`src/rtl/note_display_ctrl_if.sv`:
```
// rtl/note_display_ctrl_if.sv - note request, map_rom and LCD port bundle for note_display_ctrl
//
// Parameter: CHAR_SLOTS - number of LCD character cells (sets the cursor width)
// Signals:
//   note_valid/note_idx/note_ready - note request handshake (requester -> controller)
//   rom_idx -> rom_left/rom_right  - combinational map_rom lookup
//   lcd_data/lcd_valid/lcd_ready   - LCD write port (bit8 = RS, bits7:0 = byte)
//   cursor/busy/notes_shown        - controller status
// Modports: slave = controller view, master = requester/ROM/LCD environment view.
interface note_display_ctrl_if #(
  parameter int CHAR_SLOTS = 32
);
  localparam int CW = $clog2(CHAR_SLOTS);

  logic          note_valid;
  logic [5:0]    note_idx;
  logic          note_ready;
  logic [5:0]    rom_idx;
  logic [8:0]    rom_left;
  logic [8:0]    rom_right;
  logic [8:0]    lcd_data;
  logic          lcd_valid;
  logic          lcd_ready;
  logic [CW-1:0] cursor;
  logic          busy;
  logic [15:0]   notes_shown;

  modport slave (
    input  note_valid, note_idx, rom_left, rom_right, lcd_ready,
    output note_ready, rom_idx, lcd_data, lcd_valid, cursor, busy, notes_shown
  );

  modport master (
    output note_valid, note_idx, rom_left, rom_right, lcd_ready,
    input  note_ready, rom_idx, lcd_data, lcd_valid, cursor, busy, notes_shown
  );
endinterface

```
`src/rtl/note_display_ctrl.sv`:
```
// rtl/note_display_ctrl.sv - writes one looked-up note (two characters) per request to a character LCD
//
// Parameter: CHAR_SLOTS - total LCD cells, even; line 2 starts at CHAR_SLOTS/2
// Ports:
//   clk  - system clock, rising edge
//   rst  - synchronous active-high reset
//   bus  - note_display_ctrl_if.slave (note handshake, map_rom lookup, LCD port, status)
// Optional feature: define NOTE_DISP_DEDUP_EN to skip a note equal to the last fully written one.
module note_display_ctrl #(
  parameter int CHAR_SLOTS = 32
) (
  input  logic                clk,
  input  logic                rst,
  note_display_ctrl_if.slave  bus
);
  localparam int            CW   = $clog2(CHAR_SLOTS);
  localparam logic [CW-1:0] HALF = CW'(CHAR_SLOTS / 2);
  localparam logic [CW-1:0] LAST = CW'(CHAR_SLOTS - 1);

  typedef enum logic [2:0] {IDLE, LOOKUP, CMD, LEFT, RIGHT} state_t;

  state_t        state_q;
  logic [5:0]    rom_idx_q;
  logic [8:0]    left_q;
  logic [8:0]    right_q;
  logic [8:0]    lcd_data_q;
  logic          lcd_valid_q;
  logic [CW-1:0] cursor_q;
  logic [15:0]   notes_shown_q;
  logic          busy_q;
  logic          note_ready_q;
`ifdef NOTE_DISP_DEDUP_EN
  logic [5:0]    last_idx_q;
  logic          last_vld_q;
`endif

  // All outputs are registered; each transition sets the values seen in the next state.
  always_ff @(posedge clk) begin
    if (rst) begin
      state_q       <= IDLE;
      rom_idx_q     <= '0;
      left_q        <= '0;
      right_q       <= '0;
      lcd_data_q    <= '0;
      lcd_valid_q   <= 1'b0;
      cursor_q      <= '0;
      notes_shown_q <= '0;
      busy_q        <= 1'b0;
      note_ready_q  <= 1'b0;
`ifdef NOTE_DISP_DEDUP_EN
      last_idx_q    <= '0;
      last_vld_q    <= 1'b0;
`endif
    end else begin
      case (state_q)
        IDLE: begin
          // note_ready_q is low for the first cycle after reset, so gate acceptance on it.
          if (note_ready_q && bus.note_valid) begin
            rom_idx_q    <= bus.note_idx;
            state_q      <= LOOKUP;
            note_ready_q <= 1'b0;
            busy_q       <= 1'b1;
          end else begin
            note_ready_q <= 1'b1;
          end
        end
        LOOKUP: begin
          left_q  <= bus.rom_left;
          right_q <= bus.rom_right;
`ifdef NOTE_DISP_DEDUP_EN
          if (last_vld_q && (last_idx_q == rom_idx_q)) begin
            state_q      <= IDLE;
            note_ready_q <= 1'b1;
            busy_q       <= 1'b0;
          end else
`endif
          if ((cursor_q == '0) || (cursor_q == HALF)) begin
            state_q     <= CMD;
            lcd_data_q  <= (cursor_q == '0) ? 9'h080 : 9'h0C0;
            lcd_valid_q <= 1'b1;
          end else begin
            // Present the left char straight from the ROM; left_q catches it on the same edge.
            state_q     <= LEFT;
            lcd_data_q  <= bus.rom_left;
            lcd_valid_q <= 1'b1;
          end
        end
        CMD: begin
          if (bus.lcd_ready) begin
            state_q    <= LEFT;
            lcd_data_q <= left_q;
          end
        end
        LEFT: begin
          // Cursor is even here, so +1 can never wrap.
          if (bus.lcd_ready) begin
            state_q    <= RIGHT;
            cursor_q   <= cursor_q + CW'(1);
            lcd_data_q <= right_q;
          end
        end
        RIGHT: begin
          if (bus.lcd_ready) begin
            state_q       <= IDLE;
            cursor_q      <= (cursor_q == LAST) ? '0 : cursor_q + CW'(1);
            notes_shown_q <= (notes_shown_q == 16'hFFFF) ? notes_shown_q : notes_shown_q + 16'd1;
            lcd_data_q    <= '0;
            lcd_valid_q   <= 1'b0;
            busy_q        <= 1'b0;
            note_ready_q  <= 1'b1;
`ifdef NOTE_DISP_DEDUP_EN
            last_idx_q    <= rom_idx_q;
            last_vld_q    <= 1'b1;
`endif
          end
        end
        default: begin
          state_q      <= IDLE;
          lcd_valid_q  <= 1'b0;
          busy_q       <= 1'b0;
          note_ready_q <= 1'b1;
        end
      endcase
    end
  end

  assign bus.note_ready  = note_ready_q;
  assign bus.rom_idx     = rom_idx_q;
  assign bus.lcd_data    = lcd_data_q;
  assign bus.lcd_valid   = lcd_valid_q;
  assign bus.cursor      = cursor_q;
  assign bus.busy        = busy_q;
  assign bus.notes_shown = notes_shown_q;
endmodule

```
`src/flat_wrapper.sv`:
```
// flat-port wrapper written by rule: the top's interface ports become plain ports
module note_display_ctrl_flat 
#(
  parameter int CHAR_SLOTS = 32
)
  (clk, rst, bus_note_valid, bus_note_idx, bus_rom_left, bus_rom_right, bus_lcd_ready, bus_note_ready, bus_rom_idx, bus_lcd_data, bus_lcd_valid, bus_cursor, bus_busy, bus_notes_shown);
  note_display_ctrl_if #(.CHAR_SLOTS(CHAR_SLOTS)) bus_i ();
  input  logic clk;
  input  logic rst;
  input wire logic [$bits(bus_i.note_valid)-1:0] bus_note_valid;
  input wire logic [$bits(bus_i.note_idx)-1:0] bus_note_idx;
  input wire logic [$bits(bus_i.rom_left)-1:0] bus_rom_left;
  input wire logic [$bits(bus_i.rom_right)-1:0] bus_rom_right;
  input wire logic [$bits(bus_i.lcd_ready)-1:0] bus_lcd_ready;
  output wire logic [$bits(bus_i.note_ready)-1:0] bus_note_ready;
  output wire logic [$bits(bus_i.rom_idx)-1:0] bus_rom_idx;
  output wire logic [$bits(bus_i.lcd_data)-1:0] bus_lcd_data;
  output wire logic [$bits(bus_i.lcd_valid)-1:0] bus_lcd_valid;
  output wire logic [$bits(bus_i.cursor)-1:0] bus_cursor;
  output wire logic [$bits(bus_i.busy)-1:0] bus_busy;
  output wire logic [$bits(bus_i.notes_shown)-1:0] bus_notes_shown;
  assign bus_i.note_valid = bus_note_valid;
  assign bus_i.note_idx = bus_note_idx;
  assign bus_i.rom_left = bus_rom_left;
  assign bus_i.rom_right = bus_rom_right;
  assign bus_i.lcd_ready = bus_lcd_ready;
  assign bus_note_ready = bus_i.note_ready;
  assign bus_rom_idx = bus_i.rom_idx;
  assign bus_lcd_data = bus_i.lcd_data;
  assign bus_lcd_valid = bus_i.lcd_valid;
  assign bus_cursor = bus_i.cursor;
  assign bus_busy = bus_i.busy;
  assign bus_notes_shown = bus_i.notes_shown;
  note_display_ctrl #(.CHAR_SLOTS(CHAR_SLOTS)) u_core (.clk(clk), .rst(rst), .bus(bus_i));
endmodule
```
`config.mk`:
```
export PLATFORM = sky130hd
export DESIGN_NAME = note_display_ctrl_flat
export DESIGN_NICKNAME = d
export VERILOG_FILES = /design/src/rtl/note_display_ctrl_if.sv /design/src/rtl/note_display_ctrl.sv /design/src/flat_wrapper.sv
export SDC_FILE = /design/constraint.sdc
export NUM_CORES = 1
export LEC_CHECK = 0
export CELL_PAD_IN_SITES_DETAIL_PLACEMENT = 0
export CELL_PAD_IN_SITES_GLOBAL_PLACEMENT = 2
export CORE_MARGIN = 4
export CORE_UTILIZATION = 31
export DETAILED_ROUTE_END_ITERATION = 7
export GPL_TIMING_DRIVEN = 0
export PLACE_DENSITY = 0.93
export SYNTH_ARGS = -nofsm -noshare
export SYNTH_HDL_FRONTEND = slang
export SYNTH_SLANG_ARGS = --single-unit
```
`constraint.sdc`:
```
create_clock -name clk -period 5.7 [get_ports clk]
set_clock_uncertainty 0.15 [all_clocks]
set_input_delay 1.425 -clock clk [delete_from_list [all_inputs] [get_ports clk]]
set_output_delay 1.425 -clock clk [all_outputs]
set_load 0.1 [all_outputs]
```
After elaboration in Yosys (flattened, before gate mapping)

Cells that the tools add are included.

Bits in registers: 60
Memory bits (read-only): 0
Input port bits: 28
Bits in latches: 0
Memories: 0
Word-level logic and storage cells: 65
Output and inout bits: 39
RAM bits: 0

Bitwise operators: 3
Div/mod/pow operators: 0
Add/subtract/negate cells: 2
Mux-type cells: 23
Eq/ne operators: 11
$mul: 0
Order comparisons: 0
Reduce and logical (&&, ||, !) cells: 16
Shift operators: 0

Operators with widths:

| operator                                            | number |
|---|---|
| 2-to-1 mux 9 bit                                    | 4 |
| one-hot mux 9 bit (4 select lines)                  | 1 |
| adder 16 x 1 -> 16 bit, second input constant       | 1 |
| equality test 16 bit, second input constant         | 1 |
| 2-to-1 mux 5 bit                                    | 3 |
| one-hot mux 3 bit (5 select lines)                  | 1 |
| 2-to-1 mux 3 bit                                    | 4 |
| equality test 5 bit, second input constant          | 2 |
| one-hot mux 5 bit (2 select lines)                  | 1 |
| one-hot mux 1 bit (3 select lines)                  | 3 |
| AND reduction 3 bit                                 | 3 |
| AND reduction 4 bit                                 | 2 |
| 2-to-1 mux 7 bit                                    | 1 |
| equality test 3 x 2 -> 1 bit, second input constant | 2 |
| != test 2 bit, second input constant                | 3 |
| AND reduction 2 bit                                 | 3 |
| OR reduction 3 bit                                  | 2 |
| adder 5 x 1 -> 5 bit, second input constant         | 1 |
| zero test 5 bit                                     | 1 |
| 2-to-1 mux 1 bit                                    | 5 |
| nonzero test 4 bit                                  | 1 |
| equality test 3 x 1 -> 1 bit, second input constant | 1 |
| equality test 3 bit, second input constant          | 1 |
| zero test 3 bit                                     | 1 |
| 5 further kinds                                     | 7 |

Longest topological paths before layout

Gate-level depths: netlist (run 1).

Depth after elaboration: 4
Mapped depth: 6

Least setup slack after synthesis (run 1)

No wires, ideal clock.

Kind: input to register
Start point: in bus_lcd_ready
End point: reg u_core.notes_shown_q[15], in the netlist u_core.bus.notes_shown[15]
Path buffers: 2
Path slack: 2.578 ns
Library setup time: 0.070 ns
Arrival: 2.902 ns
Stages: 6
Path through: nand4bb_1 buf_2 or4b_1 buf_2 or4_1 a21oi_1

Cells in the longest elaborated chain, start to end: 1

RTL lines:

| what                                 | RTL line                 | RTL |
|---|---|---|
| from (decl)                          | flat_wrapper.sv:14       | `input wire logic [$bits(bus_i.lcd_ready)-1:0] bus_lcd_ready;` |
| AND reduction 3 bit (no source line) | n/a                      |  |
| to (signal assigned)                 | note_display_ctrl.sv:106 | `notes_shown_q <= (notes_shown_q == 16'hFFFF) ? notes_shown_q : notes_shown_q + 16'd1;` |
| to (decl)                            | note_display_ctrl.sv:29  | `logic [15:0] notes_shown_q;` |

No other way between the ends.
A chain may end at the register's enable or synchronous reset.

Worst setup path in the final report (run 1)

Start point: reg u_core.notes_shown_q[2], in the netlist u_core.bus.notes_shown[2]
End point: out bus_notes_shown[2]

RTL lines:

| what      | RTL line           | RTL |
|---|---|---|
| to (decl) | flat_wrapper.sv:21 | `output wire logic [$bits(bus_i.notes_shown)-1:0] bus_notes_shown;` |

No word-level cell between the ends.

==> summary.md, run 1 <==
| Metric | Value |
|---|---|
| Cell Int Power | `0.000871 W` |
| Drt via density | `5.04` |
| CTS buffer count | `9` |
| First-pass GRT wire length | `~12000 um` |
| Site row count | `34` |
| Nets@finish | `between 400 and 500` |
| Post-route clock period utilization | `about three fifths` |
| Via Count | `between 2k and 3k` |
| Number of synthesized flops with an enable pin | `0` |
| Final setup violation count | `0` |
| Max-slew violation count | `0` |
| Initial Util | `31.7%` |
| Synth area leader | `dfxtp_1` |
| Worst skew pair latency | `340 ps` |
| CP Class | `flip-flop to output pin` |
| Mapped Cells | `around 330` |
| Setup WS post-layout | `between 2000 and 2500 ps` |
| Sw Share | `~34%` |
| Post-route antenna net violation count | `0` |
| Peak supply drop | `around 110 uV` |
| Fill count | `~850` |
| FMAX | `about 280 MHz` |
| Crit path cell chain | `clkdlybuf4s50_1` |
| Crit path capture type | `output pin` |
| Hold depth | `2` |
| Syn nets | `between 300 and 400` |
| Place WS | `1930 ps` |
| Yosys cell types | `46` |
| Hold_buf cts | `0` |
| Total GRT Usage | `between 10% and 20%` |
| Routed Wire Length | `7350 um` |
| Initial DRC Count | `between 70 and 80` |
| Core box area | `just under 0.009 mm^2` |
| Relative slew slack | `23.3%` |
| PD cells | `roughly 350 mW/mm^2` |
| Critical path arrival | `roughly 2000 ps` |
| Post-route core utilization | `a little over two fifths` |
| Sum Neg Setup Slack | `0 ps` |
| Slew @ Worst Pin | `approximately 1100 ps` |
| Crit path buffers/inverters | `1` |
| Ant. Diodes | `0` |
| Chip width | `102 um` |
| Detailed placer's ending HPWL | `5320 um` |
| Gpl congestion | `about 0.75` |
| Worst hold path type | `flip-flop to flip-flop` |
| TritonRoute pass-1 iters | `4` |
| CP max stage delay | `1180 ps` |
| Synth Area per Inst | `approximately 8.3 um^2` |
| Register area | `between 0.001 and 0.0015 mm^2` |
| Slowest-stage cell, CP | `clkdlybuf4s50_1` |
| Postcts setup bufs | `0` |
| TritonCTS clock tree | `done` |
| Critical Path Fanout Max | `7` |
| Cell area after synthesis | `around 0.0028 mm^2` |
| Clock buffer depth | `2` |
| P&R area growth vs syn | `37.4%` |
| Primary FF master, synth | `dfxtp_1` |
| Psw | `between 0.0004 and 0.0005 W` |
| Top cell type's share of synthesized area | `a little over two fifths` |
| Outcome | `finished, final reports clean` |
| Flops & latches, synth | `60` |
| Final Hold Fails | `0` |
| Synthesis Warnings | `0` |
| Post-CTS sizing | `0` |
| RR Startpoint | `u_core.state_q[2]` |
| Die height | `between 100 and 150 um` |
| I/O Buffers | `65` |
| Ys async rst share | `0%` |
| Max cap viols | `0` |
| GRT overflow | `0` |
| Hold_sp | `u_core.left_q[0]` |
| WHS Endpoint | `u_core.left_q[0]` |
| Area of the multi-input gates | `0.00146 mm^2` |
| Clock power frac | `around 37%` |
| WP data required | `~4100 ps` |
| Vias in the first global route | `around 2.4k` |
| Register clock-pin slew on the reported worst setup and hold paths | `around 70 ps` |
| Combinational Power Share | `27.0%` |
| Largest cells by area after synthesis | `dfxtp_1 (43%), a21oi_1 (6.7%), mux2i_1 (6.5%)` |
| Placed Cells | `506` |
| I/O pin count | `between 60 and 70` |
| Reg2Reg Depth | `5` |
| Final Hold Slack | `304 ps` |
| Crit path time final | `between 3000 and 4000 ps` |
| Share of cells above drive strength 1 | `under 10%` |
| Root buf cell | `clkbuf_8` |
| CP top delay family | `buffers and inverters` |
| Critical Path Source Type | `flip-flop` |
| Leak pwr | `between 1 and 1.5 nW` |
| R2r setup slk | `approximately 3300 ps` |
| Post-synthesis sequential area ratio | `a little over two fifths` |
| Largest net degree at the start of global routing | `11` |
| Antenna violations before repair | `0` |
| FF-to-FF End | `u_core.bus.lcd_data[5]` |
| Die area | `around 0.011 mm^2` |
| DRC viols | `0` |
| RSZ-0062 raised after global routing | `false` |
| Finished Layout Cells | `522` |
| H-tree Lvls | `3` |
| Wire per inst | `14.1 um` |
| Total clock sinks | `60` |
| Sequential Power Share | `36.2%` |
[Yosys cell counts (all sizes together), types with 3 or more instances]
cell type and instances:
ha 4, clkbuf 14, a21oi 37, inv 7
and3 4, nor3 10, mux2i 18, o31ai 8
nand2b 6, nor2 40, buf 6, a211oi 8
nand3 6, a31oi 3, nand2 45, nand4 4
mux2 5, dfxtp 60, or4 8, nor2b 3
o211ai 3, nor4 4, o21ai 6
[power groups by stage]
stage               sequential [W]  clock, W  combinational, W
global placement          0.000485         0          0.000355
detailed placement        0.000486         0          0.000356
finish                    0.000476  0.000484          0.000354
CTS                       0.000476  0.000499          0.000356
global route              0.000480  0.000517          0.000378
floorplan                 0.000624         0          0.000121
[metal layers]
metal,vias to the layer above,wire (um),GRT usage [%]
met5,-,0,0
li1,1343,-,-
met2,50,3490,23.0
met4,0,129,7.37
met3,9,319,3.34
met1,1230,3410,18.2
[worst max path at each step]
| stage | from | endpoint | slack (ps) | depth (start not counted) |
|---|---|---|---|---|
| final | u_core.bus.notes_shown[2] | bus_notes_shown[2] | 2170 | 1 |
| after global routing | u_core.bus.notes_shown[8] | bus_notes_shown[8] | 2080 | 1 |
| after CTS | u_core.bus.notes_shown[8] | bus_notes_shown[8] | 2150 | 1 |
| after detailed placement | bus_lcd_ready | u_core.bus.notes_shown[15] | 1930 | 7 |
| after global placement | bus_lcd_ready | u_core.bus.notes_shown[15] | 1920 | 7 |
| after floorplan | bus_lcd_ready | u_core.bus.notes_shown[15] | 2580 | 6 |
[kinds of logic (layout without fill, tap and decap cells)]
logic type               count (synthesis)  count (layout)  share of synthesized area, %
AO/OA/AOI/OAI                           73              73                          16.0
XOR/XNOR                                 3               3                         0.950
adder cells (fa/ha/maj)                  4               4                          1.81
buffers and inverters                   27             108                          3.75
flip-flops                              60              60                          43.4
multiplexers                            23              23                          8.54
AND/OR/NAND/NOR                        143             143                          25.5
[per-stage QoR]
step | power [W] | instance area, um^2
2_1_floorplan | 0.000745 | 2770
3_3_place_gp | 0.000840 | 3550
3_5_place_dp | 0.000841 | 3550
4_1_cts | 0.00133 | 3800
5_1_grt | 0.00138 | 3800
6_report | 0.00131 | 3800
[placed cells by master, fill, tap and decap left out, drive strengths merged, types with 5 or more instances in the layout]
cell type / Yosys / layout
clkdlybuf4s50: 0 / 65
dfxtp: 60 / 60
nand2: 45 / 45
nor2: 40 / 40
a21oi: 37 / 37
clkbuf: 14 / 26
mux2i: 18 / 18
nor3: 10 / 10
a211oi: 8 / 8
o31ai: 8 / 8
or4: 8 / 8
inv: 7 / 7
nand2b: 6 / 6
nand3: 6 / 6
o21ai: 6 / 6
buf: 6 / 6
mux2: 5 / 5
[state kept, by name, indices dropped and copies added, names as in the netlist]
register and count:
u_core.right_q 9, u_core.bus.rom_idx 6, u_core.left_q 9, u_core.bus.lcd_data 9, u_core.bus.lcd_valid 1, u_core.bus.notes_shown 16
u_core.state_q 3, u_core.bus.note_ready 1, u_core.bus.busy 1, u_core.bus.cursor 5
[final cells by class]
type | count | share of cell area [%]
buffer | 20 | 2.04
multi-input combinational | 246 | 38.5
tap | 108 | 3.55
timing repair buffer | 65 | 17.1
clock buffer | 12 | 4.08
sequential | 60 | 31.6
clock inverter | 4 | 2.50
inverter | 7 | 0.691
[worst register-to-register path: stages, from the launching register on]
cell      delay (ps)
dfxtp_1          400
clkbuf_1         390
nor4bb_1         690
a21oi_1          320
a211oi_1         300
nor3_1            80
Power figures use the tool's default switching activity.
==> inputs of run 2 (changes only) <==
--- a/config.mk
+++ b/config.mk
@@ -8,10 +8,10 @@
 export CELL_PAD_IN_SITES_DETAIL_PLACEMENT = 0
 export CELL_PAD_IN_SITES_GLOBAL_PLACEMENT = 2
 export CORE_MARGIN = 4
-export CORE_UTILIZATION = 31
+export CORE_UTILIZATION = 28
 export DETAILED_ROUTE_END_ITERATION = 7
 export GPL_TIMING_DRIVEN = 0
-export PLACE_DENSITY = 0.93
+export PLACE_DENSITY = 0.86
 export SYNTH_ARGS = -nofsm -noshare
 export SYNTH_HDL_FRONTEND = slang
 export SYNTH_SLANG_ARGS = --single-unit
==> constraint.sdc (replaced) <==
create_clock -name clk -period 3.35 [get_ports clk]
set_clock_uncertainty 0.15 [all_clocks]
set_input_delay 0.8375 -clock clk [delete_from_list [all_inputs] [get_ports clk]]
set_output_delay 0.8375 -clock clk [all_outputs]
set_load 0.1 [all_outputs]
==> run 2 against run 1 <==
Effect of this change: register-to-register slack worse by 2500 ps; count of clock-buffer cells in the layout unchanged; global-route usage down 0.77 points; largest cell class unchanged; setup slack worse by 1800 ps; critical path depth unchanged; hold slack worse by 1.0 ps; largest power group is now registers; die area up 9.9%; combinational power up 71%; wire length up 3.4%; non-clock buffer count unchanged; via count about the same.
==> summary.md, run 2 (synthesis gave the netlist of run 1 again) <==
| Metric | Value |
|---|---|
| P&R area growth vs syn | `35.2%` |
| Post-route core utilization | `approximately 39%` |
| Place WS | `about 150 ps` |
| Site row count | `36` |
| Most frequent cells in the layout | `clkdlybuf4s50_1 (65), dfxtp_1 (60), nand2_1 (45), nor2_1 (40), a21oi_1 (37)` |
| Crit path capture type | `output pin` |
| Die height | `107 um` |
| Max-slew violation count | `0` |
| RSZ-0062 raised after global routing | `false` |
| Sum Neg Setup Slack | `0 ps` |
| Die area | `approximately 0.012 mm^2` |
| Worst hold path type | `flip-flop to flip-flop` |
| Drt via density | `4.83` |
| Core box area | `~0.0097 mm^2` |
| RR Startpoint | `u_core.state_q[2]` |
| Ant. Diodes | `0` |
| Critical path arrival | `between 1500 and 2000 ps` |
| First-pass GRT wire length | `roughly 12000 um` |
| Largest net degree at the start of global routing | `11` |
| WP data required | `about 2400 ps` |
| Nets@finish | `441` |
| PD cells | `around 520 mW/mm^2` |
| Wire per inst | `13.9 um` |
| Placed cell area | `~0.0036 mm^2` |
| Slowest-stage cell, CP | `clkdlybuf4s50_1` |
| Post-route clock period utilization | `around 90%` |
| TritonCTS clock tree | `done` |
| Clock buffer depth | `2` |
| Detailed placer's ending HPWL | `about 5600 um` |
| R2r setup slk | `~800 ps` |
| TritonRoute pass-1 iters | `4` |
| Final Total Pwr | `approximately 0.002 W` |
| Hold_sp | `u_core.left_q[5]` |
| Peak supply drop | `~170 uV` |
| Root buf cell | `clkbuf_8` |
| CP Class | `flip-flop to output pin` |
| Max cap viols | `0` |
| Routed Wire Length | `about 7600 um` |
| Fill count | `roughly 1k` |
| CP top delay family | `buffers and inverters` |
| Leak pwr | `1.24 nW` |
| Total clock sinks | `60` |
| DRC viols | `0` |
| FMAX | `between 300 and 400 MHz` |
| Fin area | `between 0.003 and 0.004 mm^2` |
| Post-route antenna net violation count | `0` |
| Post-CTS sizing | `0` |
| Final setup violation count | `0` |
| Crit path time final | `between 2000 and 3000 ps` |
| Register area | `between 0.001 and 0.0015 mm^2` |
| Setup WS post-layout | `around 400 ps` |
| Relative slew slack | `roughly 22%` |
| Vias in the first global route | `roughly 2.4k` |
| Initial Util | `~29%` |
| Initial DRC Count | `166` |
| Share of cells above drive strength 1 | `~5.3%` |
| Gpl congestion | `between 0.7 and 0.8` |
| I/O Buffers | `65` |
| FF-to-FF End | `u_core.bus.lcd_data[5]` |
| Register clock-pin slew on the reported worst setup and hold paths | `about 60 ps` |
| Chip width | `approximately 110 um` |
| Number of flip-flops in the largest register | `16` |
| GRT overflow | `0` |
| I/O pin count | `67` |
| Crit path buffers/inverters | `1` |
| H-tree Lvls | `3` |
| Via Count | `approximately 2.6k` |
| Most common cell after layout, fill and taps aside | `clkdlybuf4s50_1` |
| Total GRT Usage | `between 10 and 15%` |
| Crit path cell chain | `clkdlybuf4s50_1` |
| Hold_buf cts | `0` |
| Outcome | `finished, final reports clean` |
| Antenna violations before repair | `0` |
| CP max stage delay | `roughly 1200 ps` |
| Reg2Reg Depth | `5` |
| Hold depth | `2` |
| Worst skew pair latency | `330 ps` |
| Postcts setup bufs | `0` |
| Slew @ Worst Pin | `1160 ps` |
| Critical Path Source Type | `flip-flop` |
| Critical Path Fanout Max | `8` |
| Final Hold Fails | `0` |
| WHS Endpoint | `u_core.left_q[5]` |
| CTS buffer count | `9` |
| Area of the multi-input gates | `roughly 0.0015 mm^2` |
-- run 2: worst max-delay path by stage --
| stage | startpoint | end | cells past startpoint |
|---|---|---|---|
| floorplan | u_core.bus.notes_shown[0] | u_core.bus.notes_shown[12] | 6 |
| global placement | bus_lcd_ready | u_core.bus.notes_shown[15] | 7 |
| detailed placement | bus_lcd_ready | u_core.bus.notes_shown[15] | 7 |
| CTS | u_core.bus.notes_shown[8] | bus_notes_shown[8] | 1 |
| global route | u_core.bus.notes_shown[8] | bus_notes_shown[8] | 1 |
| finish | u_core.bus.notes_shown[8] | bus_notes_shown[8] | 1 |
-- run 2: where the power goes --
group          switching (W)  internal [W]
registers          0.0000389      0.000774
logic               0.000429      0.000175
clock network       0.000268      0.000279
total               0.000736       0.00123
-- run 2: stage by stage --
stage                     hold slack (ps)  instances
final                                 303        545
after global routing                  326        545
after CTS                             307        545
after detailed placement              298        531
after global placement                291        531
after floorplan                       286        333
-- run 2: final cells by class --
type | instances | area share (%)
multi-input combinational | 246 | 39.1
sequential | 60 | 32.1
timing repair buffer | 65 | 17.4
tap | 133 | 4.45
clock buffer | 12 | 3.88
buffer | 20 | 2.07
inverter | 7 | 0.702
clock inverter | 2 | 0.334
-- run 2: metal layers --
layer	GRT usage, %	vias up	part of all wire [%]
met5	0	-	0
met4	4.60	0	1.6
met3	3.42	8	4.8
met2	21.4	56	46
met1	18.4	1224	48
li1	-	1343	-
==> inputs of run 3 (changes only) <==
--- a/config.mk
+++ b/config.mk
@@ -12,6 +12,7 @@
 export DETAILED_ROUTE_END_ITERATION = 7
 export GPL_TIMING_DRIVEN = 0
 export PLACE_DENSITY = 0.86
+export REMOVE_ABC_BUFFERS = 1
 export SYNTH_ARGS = -nofsm -noshare
 export SYNTH_HDL_FRONTEND = slang
 export SYNTH_SLANG_ARGS = --single-unit
==> run 3 against run 2 <==
Effect of this change: final cell count fell by 2.9%; die area unchanged; combinational power is 5.6% lower; register-to-register slack lost 320 ps; hold slack improved by 1.0 ps; critical path depth unchanged; core utilization is 0.49 points higher; maximum frequency decreased by 0.45%; sequential cell count stayed put; non-clock buffer count is 18 lower; first-iteration DRC count shrank 35%; via count fell by 3.4%; critical endpoint unchanged.
==> summary.md, run 3 (synthesis gave the netlist of run 1 again) <==
| Metric | Value |
|---|---|
| Outcome | `finished, final reports clean` |
| Crit path cell chain | `clkdlybuf4s50_1` |
| Hold depth | `2` |
| Placed Cells | `513` |
| Most frequent cells in the layout | `clkdlybuf4s50_1 (64), dfxtp_1 (60), nand2_1 (45), nor2_1 (40), a21oi_1 (37)` |
| WHS Endpoint | `u_core.left_q[4]` |
| TritonRoute pass-1 iters | `4` |
| FMAX | `about 340 MHz` |
| RR Startpoint | `u_core.state_q[0]` |
| Site row count | `36` |
| Reg2Reg Depth | `4` |
| Via Count | `~2.5k` |
| Number of flip-flops in the largest register | `16` |
| Routed Wire Length | `7100 um` |
| GRT overflow | `0` |
| RSZ-0062 raised after global routing | `false` |
| Worst hold path type | `flip-flop to flip-flop` |
| Critical Path Source Type | `flip-flop` |
| Root buf cell | `clkbuf_8` |
| DRC viols | `0` |
| Relative slew slack | `15.8%` |
| Hold_sp | `u_core.left_q[4]` |
| Max cap viols | `0` |
| Slowest-stage cell, CP | `clkdlybuf4s50_1` |
| Crit path time final | `about 3000 ps` |
| CP top delay family | `buffers and inverters` |
| Critical path arrival | `between 1500 and 2000 ps` |
| I/O pin count | `67` |
| Placed cell area | `0.00353 mm^2` |
| Ant. Diodes | `0` |
| Register clock-pin slew on the reported worst setup and hold paths | `~70 ps` |
| TritonCTS clock tree | `done` |
| Post-route clock period utilization | `88.5%` |
| Total GRT Usage | `about an eighth` |
| Wire per inst | `~13 um` |
| Most common cell after layout, fill and taps aside | `clkdlybuf4s50_1` |
| I/O Buffers | `66` |
| First-pass GRT wire length | `11900 um` |
| Chip width | `around 110 um` |
| FF-to-FF End | `u_core.bus.notes_shown[15]` |
| PD cells | `~600 mW/mm^2` |
| Initial DRC Count | `approximately 110` |
| Gpl congestion | `~0.74` |
| Post-CTS sizing | `0` |
| R2r setup slk | `480 ps` |
| CP Class | `flip-flop to output pin` |
| Antenna violations before repair | `0` |
| Clock buffer depth | `2` |
| Vias in the first global route | `2469` |
| Drt via density | `roughly 4.8` |
| CP max stage delay | `between 1000 and 1500 ps` |
| Final Hold Fails | `0` |
| Peak supply drop | `274 uV` |
| Initial Util | `roughly 29%` |
| Die height | `about 110 um` |
| Final Total Pwr | `0.00223 W` |
| Finished Layout Cells | `between 500 and 600` |
| Critical Path Fanout Max | `8` |
| Postcts setup bufs | `0` |
| WP data required | `between 2000 and 2500 ps` |
| Largest net degree at the start of global routing | `35` |
| Worst skew pair latency | `about 330 ps` |
| Crit path capture type | `output pin` |
| Total clock sinks | `60` |
| Die area | `0.0115 mm^2` |
| P&R area growth vs syn | `36.9%` |
| Core box area | `between 0.009 and 0.01 mm^2` |
| Nets@finish | `approximately 420` |
| Share of cells above drive strength 1 | `under 10%` |
| Detailed placer's ending HPWL | `between 4000 and 5000 um` |
| Post-route antenna net violation count | `0` |
| Crit path buffers/inverters | `1` |
| H-tree Lvls | `3` |
| Hold_buf cts | `0` |
| CTS buffer count | `9` |
| Fill count | `slightly above 1k` |
| Leak pwr | `1.29 nW` |
| Fin area | `0.00379 mm^2` |
| Slew @ Worst Pin | `around 1300 ps` |
| Max-slew violation count | `0` |
| Final setup violation count | `0` |
run 3: worst max path at each step:
stage | startpoint | end | cells after the start | slack, ps
floorplan | u_core.bus.notes_shown[0] | u_core.bus.notes_shown[15] | 4 | 630
global placement | bus_lcd_ready | u_core.bus.notes_shown[15] | 5 | -380
detailed placement | bus_lcd_ready | u_core.bus.notes_shown[15] | 5 | -360
CTS | bus_lcd_ready | u_core.bus.notes_shown[15] | 5 | 1
global route | u_core.state_q[0] | u_core.right_q[7] | 4 | 280
finish | u_core.bus.notes_shown[8] | bus_notes_shown[8] | 1 | 390
run 3: where the power goes:
part | switching, W | internal (W)
clock network | 0.000294 | 0.000534
registers | 0.0000594 | 0.000773
logic | 0.000398 | 0.000172
total | 0.000751 | 0.00148
run 3: layout make-up:
cell class              count  area [um^2]  area share, %
flip-flops and latches     60         1200           31.7
repair buffers             67          678           17.9
multi-input cells         246         1470           38.7
clock inverters             4         95.1           2.51
clock buffers              12          155           4.09
inverters                   7         26.3          0.693
well taps                 133          166           4.39
run 3: metal layers:
layer | track usage [%] | share of wire [%] | vias up
li1 | - | - | 1300
met1 | 16.8 | 50 | 1160
met2 | 19.3 | 41 | 73
met3 | 4.50 | 7.5 | 9
met4 | 5.41 | 1.4 | 0
met5 | 0 | 0 | -
run 3: through the flow:
stage / TNS [ps] / hold WS (ps) / utilization (%) / setup slack (ps)
final: 0 / 305 / 39.1 / 385
after global routing: 0 / 328 / 39.1 / 275
after CTS: 0 / 306 / 39.1 / 1.19
after detailed placement: -1710 / 296 / 36.5 / -356
after global placement: -5680 / 291 / 36.3 / -379
after floorplan: 0 / 280 / - / 632
